==> src/rtl/pulse_pkg.sv <==
// Shared types, defaults and helpers for the pulse capture controller.
// Enable PULSE_CAPTURE_AUTO_TRIG_EN in the design for the ARMED timeout.
package pulse_pkg;

    localparam int WIDTH_DEF = 16;
    localparam int DEPTH_DEF = 1000;

    typedef enum logic [2:0] {
        IDLE,
        FILL,
        ARMED,
        POST,
        DRAIN,
        FLUSH
    } state_t;

    function automatic int cnt_w(input int depth);
        return (depth > 1) ? $clog2(depth) : 1;
    endfunction

endpackage

==> src/rtl/pulse_level_trig.sv <==
// Signed rising level-crossing detector with a one-sample history.
module pulse_level_trig
    import pulse_pkg::*;
#(
    parameter int WIDTH = WIDTH_DEF
) (
    input  logic             clk,
    input  logic             rst,
    input  logic             clear,
    input  logic             beat,
    input  logic [WIDTH-1:0] sample,
    input  logic [WIDTH-1:0] level,
    output logic             trig
);

    logic [WIDTH-1:0] prev;
    logic             prev_ok;

    always_ff @(posedge clk or posedge rst) begin
        if (rst) begin
            prev    <= '0;
            prev_ok <= 1'b0;
        end else if (clear) begin
            prev_ok <= 1'b0;
        end else if (beat) begin
            prev    <= sample;
            prev_ok <= 1'b1;
        end
    end

    // No crossing can be seen until one ARMED sample has been recorded.
    assign trig = prev_ok
               && ($signed(prev) < $signed(level))
               && ($signed(sample) >= $signed(level));

endmodule

==> src/rtl/pulse_capture_ctrl.sv <==
// Pre/post-trigger pulse capture sequencer around an external stream FIFO.
// Define PULSE_CAPTURE_AUTO_TRIG_EN to add the ARMED-state auto trigger.
module pulse_capture_ctrl
    import pulse_pkg::*;
#(
    parameter int WIDTH = WIDTH_DEF,
    parameter int DEPTH = DEPTH_DEF,
    parameter int CNT_W = cnt_w(DEPTH)
`ifdef PULSE_CAPTURE_AUTO_TRIG_EN
    ,
    parameter int AUTO_TRIG_SAMPLES = 100000
`endif
) (
    input  logic             clk,
    input  logic             reset,
    input  logic             arm,
    input  logic             abort,
    input  logic [WIDTH-1:0] trigger_level,
    input  logic [CNT_W-1:0] pre_count,
    input  logic [CNT_W-1:0] post_count,
    input  logic             s_tvalid,
    output logic             s_tready,
    input  logic [WIDTH-1:0] s_tdata,
    output logic             fifo_s_tvalid,
    input  logic             fifo_s_tready,
    output logic [WIDTH-1:0] fifo_s_tdata,
    input  logic             fifo_m_tvalid,
    output logic             fifo_m_tready,
    input  logic [WIDTH-1:0] fifo_m_tdata,
    output logic             m_tvalid,
    input  logic             m_tready,
    output logic [WIDTH-1:0] m_tdata,
    output logic             m_tlast,
    output logic             busy,
    output logic             done,
    output logic             overflow,
    output logic             cfg_error
`ifdef PULSE_CAPTURE_AUTO_TRIG_EN
    ,
    output logic             auto_triggered
`endif
);

    localparam logic [CNT_W:0]   CAP   = (CNT_W+1)'(DEPTH - 1);
    localparam logic [CNT_W:0]   ONE_T = (CNT_W+1)'(1);
    localparam logic [CNT_W-1:0] ONE   = CNT_W'(1);

    state_t           state;
    state_t           state_nx;
    logic [WIDTH-1:0] level_q;
    logic [CNT_W-1:0] pre_q;
    logic [CNT_W-1:0] post_q;
    logic [CNT_W-1:0] occ;
    logic [CNT_W-1:0] post_cnt;
    logic [CNT_W-1:0] out_cnt;
    logic [CNT_W:0]   req_sum;
    logic [CNT_W:0]   total;
    logic             cfg_bad;
    logic             arm_ok;
    logic             arm_bad;
    logic             trig_beat;
    logic             clr_trig;
    logic             lvl_trig;
    logic             force_trig;
    logic             trig_hit;
    logic             wr_acc;
    logic             m_beat;

    assign s_tready     = 1'b1;
    assign fifo_s_tdata = s_tdata;
    assign busy         = (state != IDLE);

    assign req_sum = {1'b0, pre_count} + {1'b0, post_count};
    assign total   = {1'b0, pre_q} + {1'b0, post_q};
    assign cfg_bad = (post_count == '0) || (req_sum > CAP);
    assign arm_ok  = (state == IDLE) && arm && !abort && !cfg_bad;
    assign arm_bad = (state == IDLE) && arm && !abort && cfg_bad;

    assign trig_beat = (state == ARMED) && s_tvalid;
    assign trig_hit  = lvl_trig || force_trig;
    assign wr_acc    = fifo_s_tvalid && fifo_s_tready;
    assign m_beat    = m_tvalid && m_tready;
    assign clr_trig  = (state_nx == ARMED) && (state != ARMED);

    pulse_level_trig #(
        .WIDTH (WIDTH)
    ) u_trig (
        .clk    (clk),
        .rst    (reset),
        .clear  (clr_trig),
        .beat   (trig_beat),
        .sample (s_tdata),
        .level  (level_q),
        .trig   (lvl_trig)
    );

`ifdef PULSE_CAPTURE_AUTO_TRIG_EN
    localparam int AT_W = $clog2(AUTO_TRIG_SAMPLES + 1);
    localparam logic [AT_W-1:0] AT_LAST = AT_W'(AUTO_TRIG_SAMPLES - 1);

    logic [AT_W-1:0] at_cnt;
    logic            arm_beat;

    assign arm_beat   = trig_beat && !abort;
    assign force_trig = (at_cnt >= AT_LAST);

    always_ff @(posedge clk or posedge reset) begin
        if (reset) begin
            at_cnt         <= '0;
            auto_triggered <= 1'b0;
        end else begin
            if (clr_trig) begin
                at_cnt <= '0;
            end else if (arm_beat && !force_trig) begin
                at_cnt <= at_cnt + AT_W'(1);
            end
            if (arm_ok) begin
                auto_triggered <= 1'b0;
            end else if (state == ARMED && wr_acc
                         && force_trig && !lvl_trig) begin
                auto_triggered <= 1'b1;
            end
        end
    end
`else
    assign force_trig = 1'b0;
`endif

    always_comb begin
        state_nx      = state;
        fifo_s_tvalid = 1'b0;
        fifo_m_tready = 1'b0;
        m_tvalid      = 1'b0;
        m_tdata       = '0;
        m_tlast       = 1'b0;
        unique case (state)
            IDLE: begin
                if (arm_ok) begin
                    state_nx = (pre_count == '0) ? ARMED : FILL;
                end
            end
            FILL: begin
                fifo_s_tvalid = s_tvalid && !abort;
                if (fifo_s_tvalid && fifo_s_tready && (occ + ONE == pre_q)) begin
                    state_nx = ARMED;
                end
            end
            ARMED: begin
                if (s_tvalid && !abort) begin
                    if (trig_hit) begin
                        fifo_s_tvalid = 1'b1;
                        if (fifo_s_tready) begin
                            state_nx = (post_q == ONE) ? DRAIN : POST;
                        end
                    end else if (pre_q != '0) begin
                        // Rolling window: the oldest entry leaves as the new one lands.
                        fifo_s_tvalid = 1'b1;
                        fifo_m_tready = fifo_s_tready;
                    end
                end
            end
            POST: begin
                fifo_s_tvalid = s_tvalid && !abort;
                if (fifo_s_tvalid && fifo_s_tready && (post_cnt + ONE == post_q)) begin
                    state_nx = DRAIN;
                end
            end
            DRAIN: begin
                m_tvalid      = fifo_m_tvalid;
                m_tdata       = fifo_m_tdata;
                fifo_m_tready = m_tready;
                m_tlast       = ({1'b0, out_cnt} == total - ONE_T);
                if (m_tvalid && m_tready && m_tlast) begin
                    state_nx = IDLE;
                end
            end
            FLUSH: begin
                fifo_m_tready = 1'b1;
                if (!fifo_m_tvalid) begin
                    state_nx = IDLE;
                end
            end
            default: state_nx = IDLE;
        endcase
        if (abort && state != IDLE) begin
            state_nx = FLUSH;
        end
    end

    always_ff @(posedge clk or posedge reset) begin
        if (reset) begin
            state     <= IDLE;
            level_q   <= '0;
            pre_q     <= '0;
            post_q    <= '0;
            occ       <= '0;
            post_cnt  <= '0;
            out_cnt   <= '0;
            done      <= 1'b0;
            overflow  <= 1'b0;
            cfg_error <= 1'b0;
        end else begin
            state     <= state_nx;
            cfg_error <= arm_bad;
            done      <= (state == DRAIN) && m_beat && m_tlast && !abort;
            if (arm_ok) begin
                level_q  <= trigger_level;
                pre_q    <= pre_count;
                post_q   <= post_count;
                occ      <= '0;
                post_cnt <= '0;
                out_cnt  <= '0;
                overflow <= 1'b0;
            end
            if (fifo_s_tvalid && !fifo_s_tready) begin
                overflow <= 1'b1;
            end
            if (state == FILL && wr_acc) begin
                occ <= occ + ONE;
            end
            if (state == ARMED && wr_acc && trig_hit) begin
                post_cnt <= ONE;
            end
            if (state == POST && wr_acc) begin
                post_cnt <= post_cnt + ONE;
            end
            if (state == DRAIN && m_beat) begin
                out_cnt <= out_cnt + ONE;
            end
        end
    end

endmodule
==> config.mk <==
export PLATFORM = sky130hd
export DESIGN_NAME = pulse_capture_ctrl
export DESIGN_NICKNAME = d
export VERILOG_FILES = /design/src/rtl/pulse_pkg.sv /design/src/rtl/pulse_level_trig.sv /design/src/rtl/pulse_capture_ctrl.sv
export SDC_FILE = /design/constraint.sdc
export NUM_CORES = 1
export LEC_CHECK = 0
export BUFFER_PORTS_ARGS = -buffer_cell sky130_fd_sc_hd__buf_2
export CAP_MARGIN = 20
export CORE_ASPECT_RATIO = 1.4
export CORE_UTILIZATION = 50
export DETAILED_ROUTE_END_ITERATION = 8
export PLACE_DENSITY = 0.7
export SETUP_SLACK_MARGIN = 0.05
export SYNTH_ARGS = -nofsm -noshare
export SYNTH_HDL_FRONTEND = slang
export SYNTH_SLANG_ARGS = --single-unit
==> constraint.sdc <==
create_clock -name clk -period 3.4 [get_ports clk]
set_input_delay 0.17 -clock clk [delete_from_list [all_inputs] [get_ports clk]]
set_output_delay 0.17 -clock clk [all_outputs]
set_load 0.05 [all_outputs]
==> key figures, run 1 <==
Outcome
  – Result of the run: finished, violations left
  – Violated checks: negative setup slack

Flow run
  – Max-cap viol count: 0

Final layout
  – Layout Nets: 1,037
  – Fraction of layout instances using a drive strength above 1: 23.3%
  – Diode insertion count for antenna repair: 0
  – Area Overhead vs Synth: 15.9%
  – Core utilization of the finished layout: 59.1%
  – Fill cell instance count of the final layout: 1,213

Yosys
  – Sequential share of the synthesized area: 32.8%
  – Prevailing post-synth register cell: sky130_fd_sc_hd__dfrtp_1
  – Post-Syn Nets: 932
  – Fraction of post-synthesis cell area in the top cell type by area: 32.8%
  – Total of flip-flops plus latches after synthesis: 89
  – Number of instances in the synthesized netlist: 791
  – Multiplexer area fraction after synthesis: 3.26%
  – Post-Synth XOR/XNOR Area: 5.55%
  – Synth area leader: sky130_fd_sc_hd__dfrtp_1
  – Cell types with the largest area share after synthesis: sky130_fd_sc_hd__dfrtp_1 (33%), sky130_fd_sc_hd__ha_1 (12%), sky130_fd_sc_hd__o21ai_0 (4.6%), sky130_fd_sc_hd__nand2_1 (4.4%), sky130_fd_sc_hd__inv_1 (3.9%)
  – Post-synth ARST share: 100%
  – Fraction of the mapped netlist area in compound gates: 17.7%
  – Netlist area before placement: 6790 um2
  – Combinational family with the most area after synthesis: simple AND/OR/NAND/NOR gates
  – Number of unique standard cell types used by synthesis: 79
  – Post-synthesis average cell area: 8.59 um2
  – Synth Area in Adders: 12.2%
  – Simple-gate share of the synthesized area: 20.5%
  – Total of warnings raised by yosys: 0
  – Post-synth EDFFs: 0

Timing
  – Part of the cycle the worst path needs: 103%
  – Post-route minimum period: 3.49 ns
  – Worst Slack Setup Final: -0.0948 ns
  – Hold Vio Cnt, Final: 0
  – Max-slew violations: 0
  – RSZ-0062 raised after global routing: true
  – Count of endpoints failing setup in the final report: 1
  – Worst slew margin relative to its limit: 46.0%
  – Pin slew with the least headroom to its limit: 0.803 ns
  – Fmax achieved: 0.286 GHz
  – Worst clock skew on the final layout: 0.00920 ns

GRT
  – Initial antenna violation count: 0
  – Number of global-route vias before repair: 5,940
  – All-Layer GR Usage: 25.8%
  – Pin count of the biggest net entering global routing: 47
  – Remaining global-route overflow: 0
  – Wire length of the first global-routing pass: 28,500 um

Worst setup path
  – Launch instance of the worst register-to-register path: pre_q[3]$_DFFE_PP0P_
  – Cell-by-cell listing of the critical path: inv_1 -> ha_1 -> inv_1 -> ha_1 -> nor2b_1 -> o21a_1 -> o211a_1 -> or4_1 -> a211o_1 -> nor4b_4 -> and2_4 -> buf_8
  – Peak per-stage delay on the critical path: 0.47 ns
  – Slowest-stage cell, CP: sky130_fd_sc_hd__or4_1
  – Startpoint type of the worst setup path: flip-flop
  – Arrival time worst endpoint: 3.32 ns
  – Crit path kind: reg -> out
  – Data required time at the worst endpoint: 3.23 ns
  – Startpoint of the most critical setup path: pre_q[3]$_DFFE_PP0P_
  – Number of cell instances on the worst register-to-register path: 13
  – Critical path's top delay family: simple AND/OR/NAND/NOR gates
  – Worst setup slack for register-to-register paths: 0.23 ns
  – Critical Path End Type: primary output
  – Critical Path Fanout Max: 3
  – Destination of the worst register-to-register timing path: state[2]$_DFF_PP0_
  – Sum of buffers and inverters on the critical path: 3

Power
  – Portion of total power attributed to the clock network: 15.8%
  – Leakage component of the power: 3.75 nW
  – Post-layout power: 6.04 mW
  – Switching Share: 44.7%
  – Cell Pwr Density: 767 nW/um2
  – Peak supply drop: 496 uV
  – Internal power: 3.34 mW
  – P_sw: 2.70 mW
  – Sequential share of power: 26.8%
  – Fraction of power consumed by combinational cells: 57.3%

Min path
  – Hold_sp: trigger_level[13]
  – Worst hold path class: in -> reg
  – End point of the worst hold path: level_q[13]$_DFFE_PP0P_
  – Number of instances on the worst hold path: 3

Floorplanning
  – Die boundary height: 140 um
  – Core area: 13,300 um2
  – Die Span X: 101 um
  – Count of pins on the block boundary: 117
  – Area enclosed by the die boundary: 14,100 um2
  – FP Rows: 50
  – Initial core utilization: 51.0%

Clocking
  – Max clock buf depth: 2
  – Clock sink count: 89
  – Num CTS Buffers: 9
  – CTS HTree Levels: 3
  – Insertion delay of the later-clocked pin in the worst-skew pair: 0.35 ns
  – Clock-pin slew on the worst setup and hold paths: 0.07 ns
  – Root Driver: sky130_fd_sc_hd__clkbuf_16
  – TritonCTS clock tree: yes

Detailed routing
  – Via count: 6,052
  – Routed length per placed instance: 15.8 um
  – Count of TritonRoute iterations in the first routing pass: 5
  – Vias per inst: 5.59
  – Antenna-violating nets left: 0
  – Final WL: 17,100 um
  – Violation count after the first detailed-route iteration: 372
  – Residual DRC: 0

Placement
  – Post-DP HPWL: 13,800 um
  – Routability-driven placement congestion ratio: 0.864
  – Number of buffers inserted by port buffering: 115
metal layers:
metal	part of all wire, %	wire (um)	track usage, %	up-vias
met1	40	6900	29.0	2870
met4	3.7	632	11.2	0
li1	-	-	-	3002
met2	53	9020	47.4	135
met5	0	0	0	-
met3	3.2	542	3.74	45
area by class of cell:
type / instances / area (um2) / share of cell area (%)
sequential: 89 / 2230 / 28.3
clock buffer: 11 / 243 / 3.08
clock inverter: 5 / 40.0 / 0.509
timing repair buffer: 140 / 791 / 10.0
multi-input combinational: 586 / 4080 / 51.8
tap: 182 / 228 / 2.89
inverter: 70 / 264 / 3.35
what timing repair did:
item | CTS | global route
gates resized for setup | 13 | 4
endpoints found under the hold margin | 43 | 0
setup buffers | 3 | 6
hold buffers | 1 | 0
pin swaps | 5 | 5
endpoints found under the setup margin | 1 | 3
synth_stat cells, types with 4 or more instances:
master                     number
sky130_fd_sc_hd__a21oi_1       31
sky130_fd_sc_hd__buf_4         19
sky130_fd_sc_hd__mux2_2        17
sky130_fd_sc_hd__nand3_1       34
sky130_fd_sc_hd__a211oi_1       6
sky130_fd_sc_hd__o21ai_1        6
sky130_fd_sc_hd__ha_1          63
sky130_fd_sc_hd__and2_1         5
sky130_fd_sc_hd__a31oi_1       12
sky130_fd_sc_hd__nor2_1        47
sky130_fd_sc_hd__or2_2          4
sky130_fd_sc_hd__nor4_1        11
sky130_fd_sc_hd__o22ai_1        7
sky130_fd_sc_hd__or3_1          6
sky130_fd_sc_hd__nand2_1       80
sky130_fd_sc_hd__o21ai_0       63
sky130_fd_sc_hd__xor2_1        18
sky130_fd_sc_hd__dfrtp_1       89
sky130_fd_sc_hd__nand2b_1       4
sky130_fd_sc_hd__inv_1         70
sky130_fd_sc_hd__xnor2_1       25
sky130_fd_sc_hd__a21o_1         4
sky130_fd_sc_hd__nand4_1       16
sky130_fd_sc_hd__o211ai_1       6
sky130_fd_sc_hd__buf_2          6
sky130_fd_sc_hd__nor2b_1        8
sky130_fd_sc_hd__and3_1        23
sky130_fd_sc_hd__o21a_1        11
sky130_fd_sc_hd__clkbuf_1      17
sky130_fd_sc_hd__nor3_1        16
cells by family after synthesis:
group | count (synthesis)
other cells | 1
xor+xnor | 43
fa+ha+maj | 65
flops | 89
mux | 20
compound gates | 184
buf+inv | 116
simple gates | 273
power groups by stage:
stage / combinational [mW] / sequential, mW / clock, mW
global route: 3.89 / 1.67 / 1.00
floorplan: 2.61 / 1.54 / 0
finish: 3.46 / 1.62 / 0.956
CTS: 3.46 / 1.62 / 0.966
global placement: 3.24 / 1.63 / 0
detailed placement: 3.30 / 1.64 / 0
metrics by stage:
stage          instance area [um2]  setup TNS [ns]  setup WS, ns  instances  hold slack (ns)
2_1_floorplan                 6800               0         0.136        791            0.240
4_1_cts                       7820          -0.123        -0.123       1077           0.0202
5_1_grt                       7870          -0.250        -0.250       1083           0.0414
3_5_place_dp                  7450               0        0.0515       1057            0.334
6_report                      7870         -0.0948       -0.0948       1083           0.0199
3_3_place_gp                  7450               0        0.0625       1057            0.333
flip-flops by register name, summed over array words and instances, names as in the netlist, 3 cells and up:
register	cells
level_q	16
occ	10
out_cnt	10
post_cnt	10
post_q	10
pre_q	10
state	3
u_trig.prev	16
worst max-delay path by stage:
stage / endpoint / slack [ns] / depth (start not counted)
detailed placement: m_tlast / 0.05 / 14
finish: m_tlast / -0.09 / 12
global route: m_tlast / -0.25 / 14
floorplan: m_tlast / 0.14 / 13
global placement: m_tlast / 0.06 / 14
CTS: m_tlast / -0.12 / 12
worst reg2reg max path, cell delays in order, from the launching register on:
cell and delay [ns]:
sky130_fd_sc_hd__dfrtp_1 0.35, sky130_fd_sc_hd__inv_1 0.08, sky130_fd_sc_hd__ha_1 0.27, sky130_fd_sc_hd__inv_1 0.04, sky130_fd_sc_hd__ha_1 0.29, sky130_fd_sc_hd__nor2b_1 0.14
sky130_fd_sc_hd__o21a_1 0.19, sky130_fd_sc_hd__o211a_1 0.23, sky130_fd_sc_hd__or4_1 0.47, sky130_fd_sc_hd__a211o_1 0.30, sky130_fd_sc_hd__nor4b_4 0.30, sky130_fd_sc_hd__buf_4 0.16
sky130_fd_sc_hd__a311o_1 0.16, sky130_fd_sc_hd__nand4_1 0.08
cells in the final DEF, fill, tap and decap left out, types with 5 or more instances in the layout:
cell type,n
sky130_fd_sc_hd__inv_1,64
sky130_fd_sc_hd__and3_1,23
sky130_fd_sc_hd__clkbuf_16,9
sky130_fd_sc_hd__nand2_1,80
sky130_fd_sc_hd__nor2_1,47
sky130_fd_sc_hd__nand3_1,34
sky130_fd_sc_hd__o22ai_1,7
sky130_fd_sc_hd__dfrtp_1,89
sky130_fd_sc_hd__nand4_1,16
sky130_fd_sc_hd__o21a_1,11
sky130_fd_sc_hd__o211ai_1,6
sky130_fd_sc_hd__buf_4,24
sky130_fd_sc_hd__xnor2_1,25
sky130_fd_sc_hd__o21ai_1,6
sky130_fd_sc_hd__nor2b_1,8
sky130_fd_sc_hd__nor4_1,11
sky130_fd_sc_hd__or3_1,6
sky130_fd_sc_hd__mux2_2,17
sky130_fd_sc_hd__inv_2,5
sky130_fd_sc_hd__a211oi_1,6
sky130_fd_sc_hd__a31oi_1,12
sky130_fd_sc_hd__o21ai_0,63
sky130_fd_sc_hd__a21oi_1,31
sky130_fd_sc_hd__nor3_1,15
sky130_fd_sc_hd__xor2_1,18
sky130_fd_sc_hd__ha_1,60
sky130_fd_sc_hd__buf_2,113
Power figures use the tool's default switching activity.
==> run 2: changes to the inputs <==
- CORE_UTILIZATION: 50 -> 58
- PLACE_DENSITY: 0.7 -> 0.8
==> run 2 against run 1 <==
  * Flip-flop and latch count stayed put
  * Core utilization increased by 9.7 points
  * Combinational power increased by 3%
  * First-iteration DRC count is 26% lower
  * Via count is 3.1% higher
  * Register-to-register slack worse by 0.07 ns
  * The flow still finishes with violations (negative setup slack)
  * Non-clock buffer count is 4 lower
  * Largest power group unchanged
==> key figures, run 2 (synthesis gave the netlist of run 1 again) <==
Timing
  – Hold Vio Cnt, Final: 0 (unchanged)
  – Post-route minimum period: 3.55 ns (+0.0565 ns)
  – Total Negative Setup Slacks: -0.151 ns (-0.0565 ns)
  – Fmax achieved: 0.282 GHz (-1.6%)
  – Part of the cycle the worst path needs: 104% (+1.7 points)
  – Worst slew margin relative to its limit: 47.1% (+1.1 points)
  – Max-slew violations: 0 (unchanged)
  – Worst clock skew on the final layout: 0.00890 ns (-0.000306 ns)
  – Pin slew with the least headroom to its limit: 0.786 ns (-0.0168 ns)
  – Worst Slack Setup Final: -0.151 ns (-0.0565 ns)
  – RSZ-0062 raised after global routing: true
  – Count of endpoints failing setup in the final report: 1 (unchanged)

Final layout
  – Biggest registers after layout: level_q (16), u_trig.prev (16)
  – Area Overhead vs Synth: 14.7%
  – Final Instance Area: 7790 um2 (-1.0%)
  – Area used by sequential logic in the layout: 2230 um2 (unchanged)
  – Diode insertion count for antenna repair: 0 (unchanged)
  – Most common cell after layout, fill and taps aside: sky130_fd_sc_hd__buf_2
  – Footprint of the multi-input gates: 4080 um2 (about the same)
  – Number of cells in the finished layout apart from fillers: 1,041 (-3.9%)
  – Fraction of layout instances using a drive strength above 1: 23.0% (-0.34 points)
  – Fill cell instance count of the final layout: 947 (-22%)
  – Layout Nets: 1,033 (-0.39%)
  – Commonest cells after routing, fill and taps aside: sky130_fd_sc_hd__buf_2 (113), sky130_fd_sc_hd__dfrtp_1 (89), sky130_fd_sc_hd__nand2_1 (80)
  – Core utilization of the finished layout: 68.7% (+9.7 points)

GRT
  – Remaining global-route overflow: 0 (unchanged)
  – Initial antenna violation count: 0 (unchanged)
  – Wire length of the first global-routing pass: 29,600 um (+4.0%)
  – All-Layer GR Usage: 31.3% (+5.5 points)
  – Pin count of the biggest net entering global routing: 45 (-4.3%)
  – Number of global-route vias before repair: 6,198 (+4.3%)

Placement
  – Routability-driven placement congestion ratio: 0.945 (+9.5%)
  – Post-DP HPWL: 14,300 um (+4.0%)
  – Number of buffers inserted by port buffering: 115 (unchanged)
  – Placed cell areas: 7380 um2 (-0.94%)
  – Cell count after placement: 1,016 (-3.9%)

Detailed routing
  – Violation count after the first detailed-route iteration: 274 (-26%)
  – Vias per inst: 6.00 (+7.3%)
  – Residual DRC: 0 (unchanged)
  – Count of TritonRoute iterations in the first routing pass: 5 (unchanged)
  – Via count: 6,241 (+3.1%)
  – Routed length per placed instance: 17.6 um (+11%)
  – Antenna-violating nets left: 0 (unchanged)
  – Final WL: 18,300 um (+7.1%)

Power
  – Peak supply drop: 802 uV (+62%)
  – Cell Pwr Density: 789 nW/um2 (+2.9%)
  – Leakage component of the power: 3.73 nW (-0.37%)
  – Post-layout power: 6.15 mW (+1.9%)

Worst setup path
  – Launch instance of the worst register-to-register path: post_q[1]$_DFFE_PP0P_
  – Startpoint of the most critical setup path: post_q[1]$_DFFE_PP0P_
  – Data required time at the worst endpoint: 3.23 ns (about the same)
  – Peak per-stage delay on the critical path: 0.48 ns (about the same)
  – Number of cell instances on the worst register-to-register path: 15 (+2)
  – Worst setup slack for register-to-register paths: 0.16 ns (-0.07 ns)
  – Arrival time worst endpoint: 3.38 ns (+0.06 ns)
  – CP Capture Point: m_tlast
  – Critical Path Fanout Max: 3 (unchanged)
  – Slowest-stage cell, CP: sky130_fd_sc_hd__or4_4
  – Critical Path End Type: primary output
  – Crit path kind: reg -> out
  – Cell-by-cell listing of the critical path: inv_2 -> ha_4 -> inv_2 -> ha_4 -> inv_4 -> fa_2 -> nor2b_1 -> o21a_1 -> o211a_1 -> or4_4 -> a211o_1 -> nor4b_4 -> and2_4 -> buf_8
  – Destination of the worst register-to-register timing path: state[2]$_DFF_PP0_
  – Startpoint type of the worst setup path: flip-flop

Floorplanning
  – Core area: 11,300 um2 (-15%)
  – Initial core utilization: 59.9% (+8.9 points)
  – Area enclosed by the die boundary: 12,200 um2 (-14%)
  – Count of pins on the block boundary: 117 (unchanged)
  – FP Rows: 46 (-8.0%)
  – Die Span X: 93.5 um (-7.0%)
  – Die boundary height: 130 um (-7.1%)

Outcome
  – Violated checks: negative setup slack
  – Result of the run: finished, violations left

Clocking
  – Num CTS Buffers: 9 (unchanged)
  – CTS HTree Levels: 3 (unchanged)
  – Max clock buf depth: 2 (unchanged)
  – Clock sink count: 89 (unchanged)
  – Clock-pin slew on the worst setup and hold paths: 0.07 ns (about the same)
  – TritonCTS clock tree: yes
  – Insertion delay of the later-clocked pin in the worst-skew pair: 0.35 ns (about the same)
  – Root Driver: sky130_fd_sc_hd__clkbuf_16

Min path
  – Worst hold path class: in -> reg

Flow run
  – Max-cap viol count: 0 (unchanged)
-- run 2: critical path: cells and delay by family (launching register included) --
family	cells	cell delay, ns
and+or+nand+nor	4	1.02
buffers and inverters	4	0.30
adders and majority gates	3	0.62
DFF	1	0.36
AOI/OAI and AO/OA	3	0.74
-- run 2: layout make-up --
class	instances	area share [%]
inverters	70	3.42
repair buffers	136	9.81
clock inverters	6	0.546
multi-input cells	586	52.4
clock buffers	10	2.94
flip-flops and latches	89	28.6
well taps	144	2.31
-- run 2: worst min-delay path by stage --
| stage | startpoint | endpoint | slack [ns] | depth (start not counted) |
|---|---|---|---|---|
| after CTS | trigger_level[3] | level_q[3]$_DFFE_PP0P_ | 0.02 | 3 |
| after detailed placement | reset | u_trig.prev[1]$_DFFE_PP0P_ | 0.31 | 2 |
| final | trigger_level[13] | level_q[13]$_DFFE_PP0P_ | 0.02 | 3 |
| after global placement | reset | u_trig.prev[3]$_DFFE_PP0P_ | 0.30 | 2 |
| after global routing | trigger_level[8] | level_q[8]$_DFFE_PP0P_ | 0.02 | 3 |
| after floorplan | abort | done$_DFF_PP0_ | 0.24 | 1 |
-- run 2: report_power, final --
part / total, mW / switching [mW] / internal, mW
clock: 0.935 / 0.437 / 0.498
sequential: 1.63 / 0.293 / 1.34
combinational: 3.58 / 2.09 / 1.49
-- run 2: per-stage QoR --
| step | hold WS, ns | worst slack (ns) |
|---|---|---|
| 2_1_floorplan | 0.240 | 0.136 |
| 6_report | 0.0179 | -0.151 |
| 5_1_grt | 0.0171 | -0.270 |
| 4_1_cts | 0.0180 | -0.106 |
| 3_5_place_dp | 0.312 | 0.0527 |
| 3_3_place_gp | 0.299 | 0.125 |
-- run 2: timing repair --
action                     in CTS  in global routing
pin swaps                       5                  8
setup endpoints to repair       1                  4
hold buffers                    1                  0
setup buffers                   8                  4
hold endpoints to repair       40                  0
resized for setup              15                  7
-- run 2: routing by layer --
layer	global-route usage (%)	vias to the layer above	share of wire (%)
li1	-	2988	-
met1	34.8	2985	39
met2	56.7	208	52
met3	4.55	60	4.2
met4	17.8	0	4.9
met5	0	-	0
==> run 3: changes to the inputs <==
--- a/config.mk
+++ b/config.mk
@@ -11,4 +11,5 @@
 export CORE_UTILIZATION = 58
 export DETAILED_ROUTE_END_ITERATION = 8
+export GPL_TIMING_DRIVEN = 0
 export PLACE_DENSITY = 0.8
 export SETUP_SLACK_MARGIN = 0.05
==> constraint.sdc (replaced) <==
create_clock -name clk -period 3.4 [get_ports clk]
set_input_delay 0.51 -clock clk [delete_from_list [all_inputs] [get_ports clk]]
set_output_delay 0.51 -clock clk [all_outputs]
set_load 0.05 [all_outputs]
==> run 3 against run 2 <==
  * The run still ends with negative setup slack left
  * Flip-flop and latch count stayed put
  * Critical path depth stayed put
  * Via count is 0.40% higher
  * Final cell count is 3.7% higher
  * Core utilization is 3.5 points higher
  * Register-to-register slack worse by 0.04 ns
  * Clock power is 22% higher
  * Cell area is 5.1% higher
  * Non-clock buffer count is 38 higher
  * Combinational power is 3% higher
  * Maximum frequency is 9.4% lower
  * Critical path type unchanged
==> key figures, run 3 (synthesis gave the netlist of run 1 again) <==
GRT
  – All-Layer GR Usage: 30.7% (-0.63 points)
  – Initial antenna violation count: 0 (unchanged)
  – Number of global-route vias before repair: 5,864 (-5.4%)
  – Pin count of the biggest net entering global routing: 53 (+18%)
  – Wire length of the first global-routing pass: 28,600 um (-3.4%)
  – Remaining global-route overflow: 0 (unchanged)

Power
  – Peak supply drop: 623 uV (-22%)
  – Leakage component of the power: 3.91 nW (+4.6%)
  – Cell Pwr Density: 779 nW/um2 (-1.3%)
  – Post-layout power: 6.38 mW (+3.7%)

Worst setup path
  – Data required time at the worst endpoint: 2.89 ns (-0.34 ns)
  – Startpoint of the most critical setup path: pre_q[1]$_DFFE_PP0P_
  – Cell-by-cell listing of the critical path: inv_2 -> ha_4 -> inv_2 -> ha_4 -> inv_2 -> fa_2 -> nor2b_1 -> o21a_1 -> o211a_1 -> or4_1 -> a211o_1 -> nor4b_4 -> and2_4 -> buf_8
  – Critical Path End Type: primary output
  – Most Frequent Cell on Critical Path: sky130_fd_sc_hd__inv_2
  – Critical path's top delay family: simple AND/OR/NAND/NOR gates
  – Launch instance of the worst register-to-register path: pre_q[1]$_DFFE_PP0P_
  – Slowest-stage cell, CP: sky130_fd_sc_hd__or4_1
  – Crit path kind: reg -> out
  – Critical Path Fanout Max: 3 (unchanged)
  – Arrival time worst endpoint: 3.41 ns (+0.03 ns)
  – Startpoint type of the worst setup path: flip-flop
  – Peak per-stage delay on the critical path: 0.46 ns (-0.02 ns)
  – Sum of buffers and inverters on the critical path: 4 (unchanged)

Final layout
  – Fraction of layout instances using a drive strength above 1: 26.1% (+3.1 points)
  – Core utilization of the finished layout: 72.2% (+3.5 points)
  – Fill cell instance count of the final layout: 871 (-8.0%)
  – Layout Nets: 1,071 (+3.7%)
  – Footprint of the multi-input gates: 4190 um2 (+2.5%)
  – Area Overhead vs Synth: 20.6%
  – Most common cell after layout, fill and taps aside: sky130_fd_sc_hd__buf_2
  – Commonest cells after routing, fill and taps aside: sky130_fd_sc_hd__buf_2 (118), sky130_fd_sc_hd__dfrtp_1 (89), sky130_fd_sc_hd__nand2_1 (80)
  – Number of cells in the finished layout apart from fillers: 1,079 (+3.7%)
  – Area used by sequential logic in the layout: 2230 um2 (unchanged)
  – Biggest registers after layout: level_q (16), u_trig.prev (16)
  – Diode insertion count for antenna repair: 0 (unchanged)

Detailed routing
  – Residual DRC: 0 (unchanged)
  – Via count: 6,266 (+0.40%)
  – Vias per inst: 5.81 (-3.1%)
  – Antenna-violating nets left: 0 (unchanged)
  – Violation count after the first detailed-route iteration: 312 (+14%)
  – Final WL: 18,200 um (-0.44%)
  – Routed length per placed instance: 16.9 um (-3.9%)
  – Count of TritonRoute iterations in the first routing pass: 5 (unchanged)

Outcome
  – Violated checks: negative setup slack
  – Result of the run: finished, violations left

Timing
  – Worst Slack Setup Final: -0.522 ns (-0.370 ns)
  – Max-slew violations: 0 (unchanged)
  – Post-route minimum period: 3.92 ns (+0.370 ns)
  – Fmax achieved: 0.255 GHz (-9.4%)
  – Worst hold margin: 0.192 ns (+0.174 ns)
  – Worst slew margin relative to its limit: 53.3% (+6.2 points)
  – Count of endpoints failing setup in the final report: 1 (unchanged)
  – Part of the cycle the worst path needs: 115% (+11 points)
  – Pin slew with the least headroom to its limit: 0.695 ns (-0.0911 ns)
  – RSZ-0062 raised after global routing: true
  – Worst clock skew on the final layout: 0.00776 ns (-0.00114 ns)
  – Hold Vio Cnt, Final: 0 (unchanged)

Clocking
  – Num CTS Buffers: 9 (unchanged)
  – Max clock buf depth: 2 (unchanged)
  – Clock-pin slew on the worst setup and hold paths: 0.06 ns (about the same)
  – CTS HTree Levels: 3 (unchanged)
  – Clock sink count: 89 (unchanged)
  – Insertion delay of the later-clocked pin in the worst-skew pair: 0.35 ns (about the same)
  – Root Driver: sky130_fd_sc_hd__clkbuf_16
  – TritonCTS clock tree: yes

Floorplanning
  – Die Span X: 93.5 um (unchanged)
  – Initial core utilization: 59.9% (unchanged)
  – FP Rows: 46 (unchanged)
  – Core area: 11,300 um2 (unchanged)
  – Die boundary height: 130 um (unchanged)
  – Area enclosed by the die boundary: 12,200 um2 (unchanged)
  – Count of pins on the block boundary: 117 (unchanged)

Placement
  – Post-DP HPWL: 13,700 um (-4.2%)
  – Number of buffers inserted by port buffering: 115 (unchanged)
  – Cell count after placement: 1,051 (+3.4%)
  – Routability-driven placement congestion ratio: 0.954 (+0.94%)

Min path
  – Worst hold path class: in -> async

Flow run
  – Max-cap viol count: 0 (unchanged)
-- run 3: changes by cell type in the layout (fill, tap and decap cells not counted), sizes merged --
| cell | change |
|---|---|
| clkbuf | +22 |
| buf | +18 |
| bufinv | +3 |
| clkinvlp | -2 |
| clkinv | -1 |
| dlygate4sd3 | -1 |
| inv | -1 |
-- run 3: per-layer routing --
metal	vias to the layer above	track usage, %	routed length (um)
met5	-	0	0
met4	0	14.9	659
met3	51	4.60	793
met2	188	55.4	9640
met1	2967	35.3	7150
li1	3060	-	-
-- run 3: report_power, final --
group          total, mW  internal, mW  switching, mW
registers           1.56          1.34          0.219
clock network       1.14         0.719          0.418
logic               3.68          1.53           2.16
-- run 3: final timing paths --
kind | slack, ns | endpoint | cells after the start
max | -0.52 | m_tlast | 14
min | 0.19 | occ[7]$_DFFE_PP0P_ | 2
max reg2reg | 0.12 | state[2]$_DFF_PP0_ | 15
min reg2reg | 0.51 | u_trig.prev[13]$_DFFE_PP0P_ | 1
max in group asynchronous | 2.57 | post_cnt[4]$_DFFE_PP0P_ | 3
min in group clk | 0.36 | level_q[4]$_DFFE_PP0P_ | 3
-- run 3: final cells by class --
class / instances / share of cell area (%)
Buffer: 46 / 3.42
Clock buffer: 11 / 2.84
Clock inverter: 5 / 1.27
Inverter: 70 / 3.24
Multi-Input combinational cell: 586 / 51.1
Sequential cell: 89 / 27.2
Tap cell: 144 / 2.20
Timing Repair Buffer: 128 / 8.69
-- run 3: worst reg2reg max path, cell delays in order, from the launching register on --
cell,delay (ns)
sky130_fd_sc_hd__dfrtp_1,0.37
sky130_fd_sc_hd__inv_2,0.07
sky130_fd_sc_hd__ha_4,0.27
sky130_fd_sc_hd__inv_2,0.04
sky130_fd_sc_hd__ha_4,0.15
sky130_fd_sc_hd__inv_2,0.05
sky130_fd_sc_hd__fa_2,0.20
sky130_fd_sc_hd__nor2b_1,0.05
sky130_fd_sc_hd__o21a_1,0.18
sky130_fd_sc_hd__o211a_1,0.22
sky130_fd_sc_hd__or4_1,0.46
sky130_fd_sc_hd__a211o_1,0.30
sky130_fd_sc_hd__nor4b_4,0.35
sky130_fd_sc_hd__buf_4,0.18
sky130_fd_sc_hd__a311o_1,0.15
sky130_fd_sc_hd__nand4_1,0.09
-- run 3: through the flow --
step | area (um2) | setup slack (ns) | setup TNS (ns)
after floorplan | 6800 | -0.0257 | -0.0257
after global placement | 7560 | -0.526 | -47.92
after detailed placement | 7590 | -0.586 | -2.59
after CTS | 8120 | -0.536 | -0.536
after global routing | 8190 | -0.645 | -0.662
final | 8190 | -0.522 | -0.522
-- run 3: what timing repair did --
item                                    in CTS  in global routing
gates resized for setup                     26                 12
buffers inserted                             9                  4
cloned                                       0                  0
hold buffers                                 0                  0
pin swaps                                   14                 12
endpoints found under the setup margin       5                 26
